===== config.mk =====
export PLATFORM = sky130hd
export DESIGN_NAME = uart_rx
export DESIGN_NICKNAME = d
export VERILOG_FILES = /design/src/rtl/uart_pkg.sv /design/src/rtl/uart_rx_sync.sv /design/src/rtl/uart_rx.sv
export SDC_FILE = /design/constraint.sdc
export NUM_CORES = 1
export LEC_CHECK = 0
export ABC_AREA = 1
export BUFFER_PORTS_ARGS = -buffer_cell sky130_fd_sc_hd__buf_2
export CAP_MARGIN = 30
export CORE_MARGIN = 10
export CORE_UTILIZATION = 40
export CTS_CLUSTER_DIAMETER = 40
export DETAILED_ROUTE_END_ITERATION = 7
export HOLD_SLACK_MARGIN = 0.03
export PLACE_DENSITY_LB_ADDON = 0.15
export SYNTH_ARGS = -nofsm -noshare
export SYNTH_HDL_FRONTEND = slang
export SYNTH_SLANG_ARGS = --single-unit

===== constraint.sdc =====
create_clock -name clk -period 3.7 [get_ports clk]
set_input_delay 0.74 -clock clk [delete_from_list [all_inputs] [get_ports clk]]
set_output_delay 0.74 -clock clk [all_outputs]
set_load 0.005 [all_outputs]

===== src/rtl/uart_pkg.sv =====
// Shared types and constants for the host-link UART receiver.
package uart_pkg;

    typedef enum logic [0:0] {
        IDLE = 1'b0,
        RECV = 1'b1
    } rx_state_t;

    localparam int UART_BAUD_DIV_DFLT = 34;
    // Samples per 8N1 frame: start, eight data bits, stop.
    localparam int UART_FRAME_BITS    = 10;

endpackage


===== src/rtl/uart_rx_sync.sv =====
// RX line synchronizer: two metastability flops plus a history flop for
// falling-edge detection. All flops preset high so an idle line is quiet.
module rx_sync (
    input  logic clk,
    input  logic rst_n,
    input  logic rx,
    output logic rx_s,
    output logic rx_fall
);

    logic sync_p0;
    logic sync_p1;
    logic rx_prev;

    always_ff @(posedge clk) begin
        if (!rst_n) begin
            sync_p0 <= 1'b1;
            sync_p1 <= 1'b1;
            rx_prev <= 1'b1;
        end else begin
            sync_p0 <= rx;
            sync_p1 <= sync_p0;
            rx_prev <= sync_p1;
        end
    end

    assign rx_s    = sync_p1;
    assign rx_fall = rx_prev & ~sync_p1;

endmodule


===== src/rtl/uart_rx.sv =====
// 8N1 serial receiver with a ready flag held until acknowledged.
// Optional stop-bit error output enabled by defining UART_RX_FRAME_ERR_EN.
module uart_rx
    import uart_pkg::*;
#(
    parameter int BAUD_DIV = UART_BAUD_DIV_DFLT
) (
    input  logic       clk,
    input  logic       rst_n,
    input  logic       RX,
    input  logic       clr_rdy,
    output logic [7:0] rx_data,
`ifdef UART_RX_FRAME_ERR_EN
    output logic       frm_err,
`endif
    output logic       rdy
);

    localparam int BW = $clog2(BAUD_DIV) + 1;

    rx_state_t       state;
    logic [BW-1:0]   baud_cnt;
    logic [BW-1:0]   baud_nxt;
    logic [3:0]      bit_cnt;
    logic [8:0]      shift;
    logic [8:0]      shift_nxt;
    logic            rx_s;
    logic            rx_fall;
    logic            tick;
    logic            done;

    rx_sync u_sync (
        .clk     (clk),
        .rst_n   (rst_n),
        .rx      (RX),
        .rx_s    (rx_s),
        .rx_fall (rx_fall)
    );

    // Sample when the counter would reach zero; first sample lands mid start bit.
    assign baud_nxt  = baud_cnt - BW'(1);
    assign tick      = (state == RECV) && (baud_nxt == '0);
    assign shift_nxt = {rx_s, shift[8:1]};
    assign done      = tick && (bit_cnt == 4'(UART_FRAME_BITS - 1));

    always_ff @(posedge clk) begin
        if (!rst_n) begin
            state    <= IDLE;
            baud_cnt <= '0;
            bit_cnt  <= '0;
            shift    <= '0;
            rx_data  <= '0;
            rdy      <= 1'b0;
`ifdef UART_RX_FRAME_ERR_EN
            frm_err  <= 1'b0;
`endif
        end else begin
            if (clr_rdy) begin
                rdy <= 1'b0;
`ifdef UART_RX_FRAME_ERR_EN
                frm_err <= 1'b0;
`endif
            end
            case (state)
                IDLE: begin
                    if (rx_fall) begin
                        state    <= RECV;
                        baud_cnt <= BW'(BAUD_DIV / 2);
                        bit_cnt  <= '0;
                        rdy      <= 1'b0;
`ifdef UART_RX_FRAME_ERR_EN
                        frm_err  <= 1'b0;
`endif
                    end
                end
                RECV: begin
                    baud_cnt <= tick ? BW'(BAUD_DIV) : baud_nxt;
                    if (tick) begin
                        shift   <= shift_nxt;
                        bit_cnt <= bit_cnt + 4'd1;
                    end
                    // Completion overrides a same-cycle acknowledge.
                    if (done) begin
                        rx_data <= shift_nxt[7:0];
                        rdy     <= 1'b1;
`ifdef UART_RX_FRAME_ERR_EN
                        frm_err <= ~rx_s;
`endif
                        state   <= IDLE;
                    end
                end
                default: state <= IDLE;
            endcase
        end
    end

endmodule


Word-level counts from Yosys, hierarchy flattened --
Cells that the tools add are included. Widths: inputs -> output; s select.
Storage, ports and cells: register bits 33, input bits 4, output and inout bits 9, word-level logic and storage cells 36
Cells by class: $add $sub $neg 2, eq/ne operators 3, multiplexer cells 13, bitwise logic cells 3, reductions and logical operators 6
Operator list (count):
- $mux 7 | 2
- $pmux 7 s2 | 1
- $mux 4 | 2
- $pmux 4 s2 | 1
- $logic_not 7->1 | 1
- $sub 7x1->7 const B | 1
- $reduce_and 2->1 | 3
- $mux 1 | 5
- $add 4x1->4 const B | 1
- $eq 4x4->1 const B | 1
- $pmux 1 s2 | 2
- $logic_and 1x1->1 | 2
- $ne 2x1->1 const B | 1
- $ne 2x2->1 const B | 1
- $not 1->1 | 2
- $and 1x1->1 | 1

Longest topological paths before layout --
Gate-level depths: netlist (run 1).
word-level depth 6, depth in mapped cells 14, gate-level depth less buffers 13

Modules after synthesis --
Synthesis (run 1) repeated with hierarchy kept, for this count alone.
Second synthesis, totals: cell total of the unflattened synthesis 214, area, all modules 1631.6 um^2
By module, submodules not included:
- uart_rx | instances 1, cells each 203, area an instance 1541.5 um^2, seq. area each 580.6 um^2
- rx_sync | instances 1, cells each 11, area an instance 90.1 um^2, seq. area each 60.1 um^2

Least setup slack after synthesis (run 1) --
OpenSTA, ideal clock, no wires.
path type reg-to-reg, start point reg baud_cnt[0], end point reg rx_data[1], library setup time 0.118 ns, arrival time 1.543 ns, data required time 3.582 ns, path slack 2.039 ns, cell stages (with the launch flop) 12, path buffers 1, period minus slack after synthesis 1.661 ns, cell sequence dfxtp_1 -> inv_1 -> ha_1 -> nand2_2 -> nand2_1 -> nor2_1 -> nand3_1 -> nor2_2 -> nand3_4 -> buf_6 -> nor3_1 -> nor2_1
Between the ends: cells in the longest elaborated chain, start to end 5
Ends and longest elaborated chain:
- start: declaration | RTL line uart_rx.sv:22 | logic [BW-1:0] baud_cnt;
- start signal: assignment | RTL line uart_rx.sv:68 | baud_cnt <= BW'(BAUD_DIV / 2);
- start signal: assignment | RTL line uart_rx.sv:77 | baud_cnt <= tick ? BW'(BAUD_DIV) : baud_nxt;
- $sub 7x1->7 | RTL line uart_rx.sv:41 | assign baud_nxt = baud_cnt - BW'(1);
- $logic_not 7->1 | RTL line uart_rx.sv:42 | assign tick = (state == RECV) && (baud_nxt == '0);
- $logic_and 1x1->1 | RTL line uart_rx.sv:42
- $logic_and 1x1->1 | RTL line uart_rx.sv:44 | assign done = tick && (bit_cnt == 4'(UART_FRAME_BITS - 1));
- $reduce_and 2->1 (no line)
- end signal: assignment | RTL line uart_rx.sv:84 | rx_data <= shift_nxt[7:0];
- end: declaration | RTL line uart_rx.sv:12 | output logic [7:0] rx_data,
No other way between the ends. A chain may end at the register's enable or synchronous reset.

Worst setup path in the final report (run 1) --
start point reg baud_cnt[0], end point reg shift[4]
Between the ends: cells in the longest elaborated chain, start to end 4
Ends and longest elaborated chain:
- $sub 7x1->7 | RTL line uart_rx.sv:41
- $logic_not 7->1 | RTL line uart_rx.sv:42
- $logic_and 1x1->1 | RTL line uart_rx.sv:42
- $reduce_and 2->1 (no line)
- end signal: assignment | RTL line uart_rx.sv:79 | shift <= shift_nxt;
- end: declaration | RTL line uart_rx.sv:25 | logic [8:0] shift;
No other way between the ends.

==> reports/qor.yml, run 1 <==
p_leak_nw: 0.726
yosysMostFrequentCell: "nand2_1"
tns_ps: 0
r2r_cells: 12
layout-drive-gt1-share_pct: 16.1
final_cells: 263
hold_buffers: 0
grt_pass1_vias: 1192
via_count: 1261
synth_edf_count: 0
overflow: 0
cts_tree: "built"
ys_seq_area_share_pct: 43.6
synth_area_per_cell_um2: 7.24
cts_buffers: 5
grtUsageTotal_pct: 10.0
crit_required_ps: 3910
setup_viol: 0
max_freq_mhz: 520
routedWlPerCell_um: 11.4
start_util_pct: 42.7
cts.clk_slew.worst_paths_ps: 60
tightest_slew_ps: 608
cp_common_cell: "nand2_1"
cts_root_buf: "clkbuf_8"
synth_cell_type_count: 27
hpwlAfterDp_um: 2140
die_area_um2: 6500
cp_slowest_cell: "dfxtp_1"
ys_top_cells_by_area: "dfxtp_1 (44%), nand2_1 (15%), a21oi_1 (6.5%), inv_1 (6.4%), nand3_1 (4.1%)"
die_w_um: 80.6
synthesis.nets: 211
reg2reg_slack_ps: 1780
num-nets-final: 224
drcViolationCount: 0
start_kind: "flip-flop"
hold_violations: 0
clk_path_buf_depth: 2
skew_ps: 6.28
crit_type: "reg2reg"
gp_congestion: 0.852
fin_crit_ps: 1920
grt_pass1_wl_um: 5150
power.density_nw_per_um2: 457
cts_setup_buffers: 0
ctsResizeCount: 0
slowest_delay_ps: 330
areaGrowthSynthToFinish_pct: 12.4
drv_slew: 0
path_max_fanout: 19
hp-class: "reg2reg"
detail-route-antenna-nets: 0
port_buffers: 12
clock-sinks: 32
ir_worst_vdd_v: 0.000217
clk_latency_ps: 290
netlist_area_um2: 1470
wl_um: 3000
p_total_mw: 0.755
synth_common_cells: "nand2_1 (60), dfxtp_1 (32), inv_1 (25), a21oi_1 (19), nand3_1 (12)"
rr_endpoint: "shift[4]"
worst_slack_ps: 1780
slew_headroom_pct: 59.4
placed_cells: 255
async_flop_share_pct: 0
post-place-ws_ps: 1800
timing.rr.start: "baud_cnt[0]"
synth_top_area_share_pct: 43.6
io_pins: 13
dr.pass1.iters: 4
h-tree-depth: 2
rows: 21
core_um2: 3440
crit_arrival_ps: 2130
synth_cells: 203
synth_ff_type: "dfxtp_1"
cap_violations: 0
crit_end: "shift[4]"
via_per_inst: 4.79
synth_top_area_cell: "dfxtp_1"
drtIter0Drc: 81
die-height_um: 80.6
antenna_cells: 0
yosys_warnings: 0
grt_max_degree: 21
status: "complete, no violations"
period_share_pct: 51.9
synth_seq_cells: 32
antenna_found_initial: 0
grt_setup_unrepaired: "no"
cp_cell_sequence: "inv_1, ha_1, nand2_2, inv_2, nand3_1, nand2_1, nand2_1, nor2_2, nand3_4, clkinv_2, nand2_1, a21oi_1"
cp-end-kind: "flip-flop"
critPathLaunch: "baud_cnt[0]"
-- state kept, by name, summed over array words and instances, names as in the netlist --
| name | cells |
|---|---|
| rx_data | 8 |
| shift | 8 |
| baud_cnt | 7 |
| bit_cnt | 4 |
| rdy | 1 |
| state | 1 |
| u_sync.rx_prev | 1 |
| u_sync.rx_s | 1 |
| u_sync.sync_p0 | 1 |
-- critical path, delay by kind of cell (launching register included) --
kind / cells / cell delay [ps]
AND/OR/NAND/NOR: 7 / 760
buffers and inverters: 3 / 400
flip-flops: 1 / 330
adder cells (fa/ha/maj): 1 / 200
AO/OA/AOI/OAI: 1 / 140
-- layer usage --
metal  wire length [um]  share of wire [%]  GRT usage, %
met4                 69                2.3          5.28
met3                172                5.7          3.67
met1               1420                 47          11.6
met5                  0                  0             0
met2               1340                 45          15.6
-- stage by stage --
step | utilization (%) | cell area (um2) | hold WS (ps)
5_1_grt | 48.0 | 1650 | 439
3_5_place_dp | 44.9 | 1550 | 401
4_1_cts | 48.0 | 1650 | 417
3_3_place_gp | 44.9 | 1550 | 398
6_report | 48.0 | 1650 | 415
2_1_floorplan | - | 1470 | 393
-- cell type report --
cell class                      instances  area (um2)
Multi-Input combinational cell        137         681
Sequential cell                        32         641
Tap cell                               46        57.6
Timing Repair Buffer                   12        60.1
Clock inverter                          2        35.0
Clock buffer                            6        72.6
Fill cell                             342        1790
Inverter                               28         106
-- worst min-delay path by stage --
stage | startpoint | to | slack [ps] | cells after the start
2_1_floorplan | u_sync.sync_p0 | u_sync.rx_s | 390 | 1
3_3_place_gp | u_sync.sync_p0 | u_sync.rx_s | 400 | 1
3_5_place_dp | u_sync.sync_p0 | u_sync.rx_s | 400 | 1
4_1_cts | u_sync.sync_p0 | u_sync.rx_s | 420 | 1
5_1_grt | u_sync.sync_p0 | u_sync.rx_s | 440 | 1
6_report | u_sync.sync_p0 | u_sync.rx_s | 410 | 1
-- placed cells by master, fill, tap and decap left out, types with 3 or more instances in the layout --
cell type  count
nor2_2         7
nor2_1        11
inv_1         25
buf_2         12
o21ai_1        3
a21oi_1       19
dfxtp_1       32
ha_1           4
nor3_1         4
nand3_1       12
nand4_1        3
nand2_1       60
clkbuf_8       5
-- power breakdown --
part / switching (mW) / internal, mW
logic: 0.0464 / 0.0228
registers: 0.00772 / 0.352
clock network: 0.127 / 0.200
-- cell families after synthesis --
| logic type | synth area share, % |
|---|---|
| compound gates | 9.28 |
| xor+xnor | 1.19 |
| fa+ha+maj | 3.40 |
| buf+inv | 10.1 |
| flops | 43.6 |
| simple gates | 32.4 |
Power figures use the tool's default switching activity.
==> inputs of run 2 (changes only) <==
Clock period 3.7 ns to 1.59 ns, I/O delays scaled along.
==> reports/qor.yml, run 2 (synthesis gave the netlist of run 1 again) <==
status: "finished, violations left"
violations: "setup timing"
drtIter0Drc: 89
num-nets-final: 248
die_w_um: 80.6
h-tree-depth: 2
max_freq_mhz: 588
p_total_mw: 1.92
seqCellArea_um2: 646
post-place-ws_ps: -171
min_to: "u_sync.sync_p0"
final_common_cell: "nand2_1"
worst_hold_slack_ps: 213
drcViolationCount: 0
skew_ps: 8.03
final_cell_mix: "nand2_1 (45), dfxtp_1 (28), inv_1 (22)"
cap_violations: 0
routedWlPerCell_um: 13.4
worst_slack_ps: -111
grt_pass1_wl_um: 6580
core_um2: 3440
antenna_found_initial: 0
crit_type: "reg2reg"
start_kind: "flip-flop"
fin_crit_ps: 1700
slew_headroom_pct: 58.3
gp_congestion: 0.911
clk_path_buf_depth: 2
path_max_fanout: 8
grt_max_degree: 18
grt_setup_unrepaired: "yes"
power.density_nw_per_um2: 945
tightest_slew_ps: 626
hold_violations: 0
multi_input_area_um2: 876
layout-drive-gt1-share_pct: 39.8
start_util_pct: 42.7
dr.pass1.iters: 4
clock-sinks: 32
largestRegisters: "rx_data: 8 flops, shift: 8 flops, baud_cnt: 7 flops"
antenna_cells: 0
cts_tree: "built"
final_area_um2: 2030
ir_worst_vdd_v: 0.000494
grt_pass1_vias: 1441
rows: 21
cts_root_buf: "clkbuf_8"
io_pins: 13
die-height_um: 80.6
cts_buffers: 5
r2r_cells: 11
die_area_um2: 6500
rr_endpoint: "shift[5]"
timing.rr.start: "baud_cnt[0]"
hp-class: "in2reg"
drv_slew: 0
hold_buffers: 0
port_buffers: 12
detail-route-antenna-nets: 0
worstHoldPathCells: 2
clk_latency_ps: 290
areaGrowthSynthToFinish_pct: 38.3
grtUsageTotal_pct: 12.7
nFillCells: 340
setup_viol: 23
via_count: 1444
placed_area_um2: 1690
hpwlAfterDp_um: 2420
wl_um: 3860
reg2reg_slack_ps: -110
cts.clk_slew.worst_paths_ps: 70
cp-end-kind: "flip-flop"
crit_arrival_ps: 1840
p_leak_nw: 0.852
overflow: 0
crit_required_ps: 1730
fin_util_pct: 59.1
min_from: "RX"
period_share_pct: 107
via_per_inst: 5.03
-- run 2: cell count changes in the layout (fill, tap and decap cells not counted), sizes merged --
cell / change
nand3: +2
buf: +22
-- run 2: layout make-up --
| type | count | area share, % |
|---|---|---|
| Multi-Input combinational cell | 139 | 43.1 |
| Sequential cell | 32 | 31.8 |
| Timing Repair Buffer | 34 | 11.6 |
| Inverter | 28 | 5.42 |
| Clock buffer | 6 | 3.57 |
| Tap cell | 46 | 2.83 |
| Clock inverter | 2 | 1.72 |
-- run 2: worst max-delay path by stage --
stage / from / endpoint / slack (ps) / cells after the start
after floorplan: baud_cnt[1] / rx_data[1] / 2 / 11
after global placement: baud_cnt[1] / rx_data[0] / -110 / 11
after detailed placement: baud_cnt[1] / rx_data[0] / -170 / 12
after CTS: baud_cnt[1] / shift[7] / -70 / 12
after global routing: baud_cnt[0] / rx_data[1] / -220 / 13
final: baud_cnt[0] / shift[5] / -110 / 11
-- run 2: stage by stage --
stage / cells / setup TNS [ps]
after floorplan: 203 / 0
after global placement: 272 / -1430
after detailed placement: 272 / -2740
after CTS: 286 / -933
after global routing: 287 / -4610
final: 287 / -1730
-- run 2: where the power goes --
| part | leakage, nW | switching, mW | internal (mW) | total [mW] |
|---|---|---|---|---|
| combinational | 0.536 | 0.177 | 0.131 | 0.308 |
| clock | 0.0552 | 0.308 | 0.465 | 0.773 |
| sequential | 0.261 | 0.0208 | 0.819 | 0.840 |
| total | 0.852 | 0.506 | 1.42 | 1.92 |
-- run 2: per-layer routing --
| metal | track usage [%] | share of wire [%] | vias up |
|---|---|---|---|
| met4 | 4.75 | 2.6 | 0 |
| li1 | - | - | 714 |
| met5 | 0 | 0 | - |
| met3 | 4.23 | 5.7 | 12 |
| met2 | 21.2 | 47 | 38 |
| met1 | 14.8 | 44 | 680 |
-- run 2: repair_timing --
| action | 4_1_cts | 5_1_grt |
|---|---|---|
| cloned | 2 | 0 |
| setup endpoints to repair | 24 | 25 |
| setup buffers | 4 | 1 |
| pin swaps | 10 | 10 |
| gates resized for setup | 31 | 18 |
-- run 2: worst max-delay path, stage by stage, from the launching register on --
cell,delay (ps)
dfxtp_2,340
inv_2,50
ha_4,160
nand2_4,90
nand2_2,90
nor2_4,100
nand3_2,100
nor2_4,160
nand3_4,170
buf_6,200
nand2_2,50
a21oi_1,60
==> inputs of run 3 (changes only) <==
Settings changed: CORE_UTILIZATION 40 to 51.
==> reports/qor.yml, run 3 (synthesis gave the netlist of run 1 again) <==
grt_setup_unrepaired: "yes"
power_frac_comb_pct: 17.6
worst_hold_slack_ps: 166
hold_violations: 0
placed_cells: 255
final_common_cell: "nand2_1"
skew_ps: 13.2
reg2reg_slack_ps: -150
die_w_um: 73.7
grtUsageTotal_pct: 14.6
status: "finished, violations left"
h-tree-depth: 2
clk_latency_ps: 350
hpwlAfterDp_um: 2240
tightest_slew_ps: 525
cap_violations: 0
rows: 19
die-height_um: 73.7
fin_crit_ps: 1740
overflow: 0
violations: "setup timing"
cts_root_buf: "clkbuf_4"
hp-class: "in2reg"
p_sw_share_pct: 26.7
layout-drive-gt1-share_pct: 42.9
pwr-share-seq_pct: 44.8
start_kind: "flip-flop"
pwr-share-clk_pct: 37.6
p_leak_nw: 0.878
path_max_fanout: 4
antenna_cells: 0
grt_max_degree: 15
start_util_pct: 53.3
crit_type: "reg2reg"
cts.clk_slew.worst_paths_ps: 100
drv_slew: 0
io_pins: 13
m1WireLength_um: 1620
antenna_found_initial: 0
power.density_nw_per_um2: 920
fin_util_pct: 74.0
grt_pass1_wl_um: 6240
ir_worst_vdd_v: 0.000884
detail-route-antenna-nets: 0
wl_met3_um: 172
worst_slack_ps: -148
via_per_inst: 5.34
multi_input_area_um2: 928
routedWlPerCell_um: 14.4
cts_tree: "built"
post-place-ws_ps: -132
gp_congestion: 0.948
switchingPower_mw: 0.500
cts_buffers: 5
tns_ps: -2480
period_share_pct: 109
drtIter0Drc: 80
port_buffers: 12
seqCellArea_um2: 644
clock-sinks: 32
largestRegisters: "rx_data: 8 flops, shift: 8 flops, baud_cnt: 7 flops"
final_cell_mix: "nand2_1 (44), dfxtp_1 (29), inv_1 (21)"
max_freq_mhz: 575
clk_path_buf_depth: 2
crit_required_ps: 1840
drcViolationCount: 0
wl_met2_um: 2020
num-nets-final: 247
slew_headroom_pct: 65.0
final_cells: 271
via_count: 1448
hold_buffers: 0
wl_um: 3910
core_um2: 2760
setup_viol: 25
cp-end-kind: "flip-flop"
die_area_um2: 5430
crit_arrival_ps: 1990
top_layer_used: "met4"
intPower_mw: 1.38
nFillCells: 213
grt_pass1_vias: 1370
dr.pass1.iters: 4
areaGrowthSynthToFinish_pct: 38.7
[run 3: layer usage]
layer	vias to the layer above	global-route usage, %
met5	-	0
met4	0	7.04
met3	10	5.38
met2	38	23.9
met1	682	16.2
li1	718	-
[run 3: power by group through the flow]
stage / Sequential, mW / Combinational (mW) / Clock, mW
after floorplan: 0.847 / 0.140 / 0
after CTS: 0.838 / 0.272 / 0.713
final: 0.840 / 0.331 / 0.705
after global placement: 0.851 / 0.216 / 0
after detailed placement: 0.852 / 0.222 / 0
after global routing: 0.842 / 0.358 / 0.746
[run 3: final cells by class]
class / count / area share, %
well taps: 31 / 1.90
flip-flops and latches: 32 / 31.6
clock buffers: 7 / 3.19
repair buffers: 31 / 10.5
inverters: 28 / 5.52
repair inverters: 1 / 0.307
multi-input cells: 140 / 45.5
clock inverters: 1 / 1.47
[run 3: stage by stage]
step                      total power [mW]  instance area (um2)
after floorplan                      0.988                 1480
after global placement                1.07                 1650
after detailed placement              1.07                 1650
after CTS                             1.82                 1880
after global routing                  1.95                 2040
final                                 1.88                 2040
[run 3: repair_timing]
item	CTS	global route
cloned	3	1
buffers inserted	2	2
pin swaps	9	12
gates resized for setup	21	41
setup endpoints to repair	24	25
[run 3: final timing paths]
check,to,cells after the start,startpoint
worst max-delay path,rx_data[7],12,baud_cnt[0]
worst min-delay path,u_sync.sync_p0,2,RX
worst max register to register,rx_data[7],12,baud_cnt[0]
worst min register to register,u_sync.rx_s,1,u_sync.sync_p0
[run 3: worst max-delay path: stages, from the launching register on]
cell and delay (ps):
dfxtp_2 350, inv_2 70, ha_4 140, nand2_4 70, o21ai_1 180, nand2_2 110
inv_1 70, nand2_1 90, nor2_4 220, buf_6 130, nand4_1 80, nand2_1 110
nor2_2 30
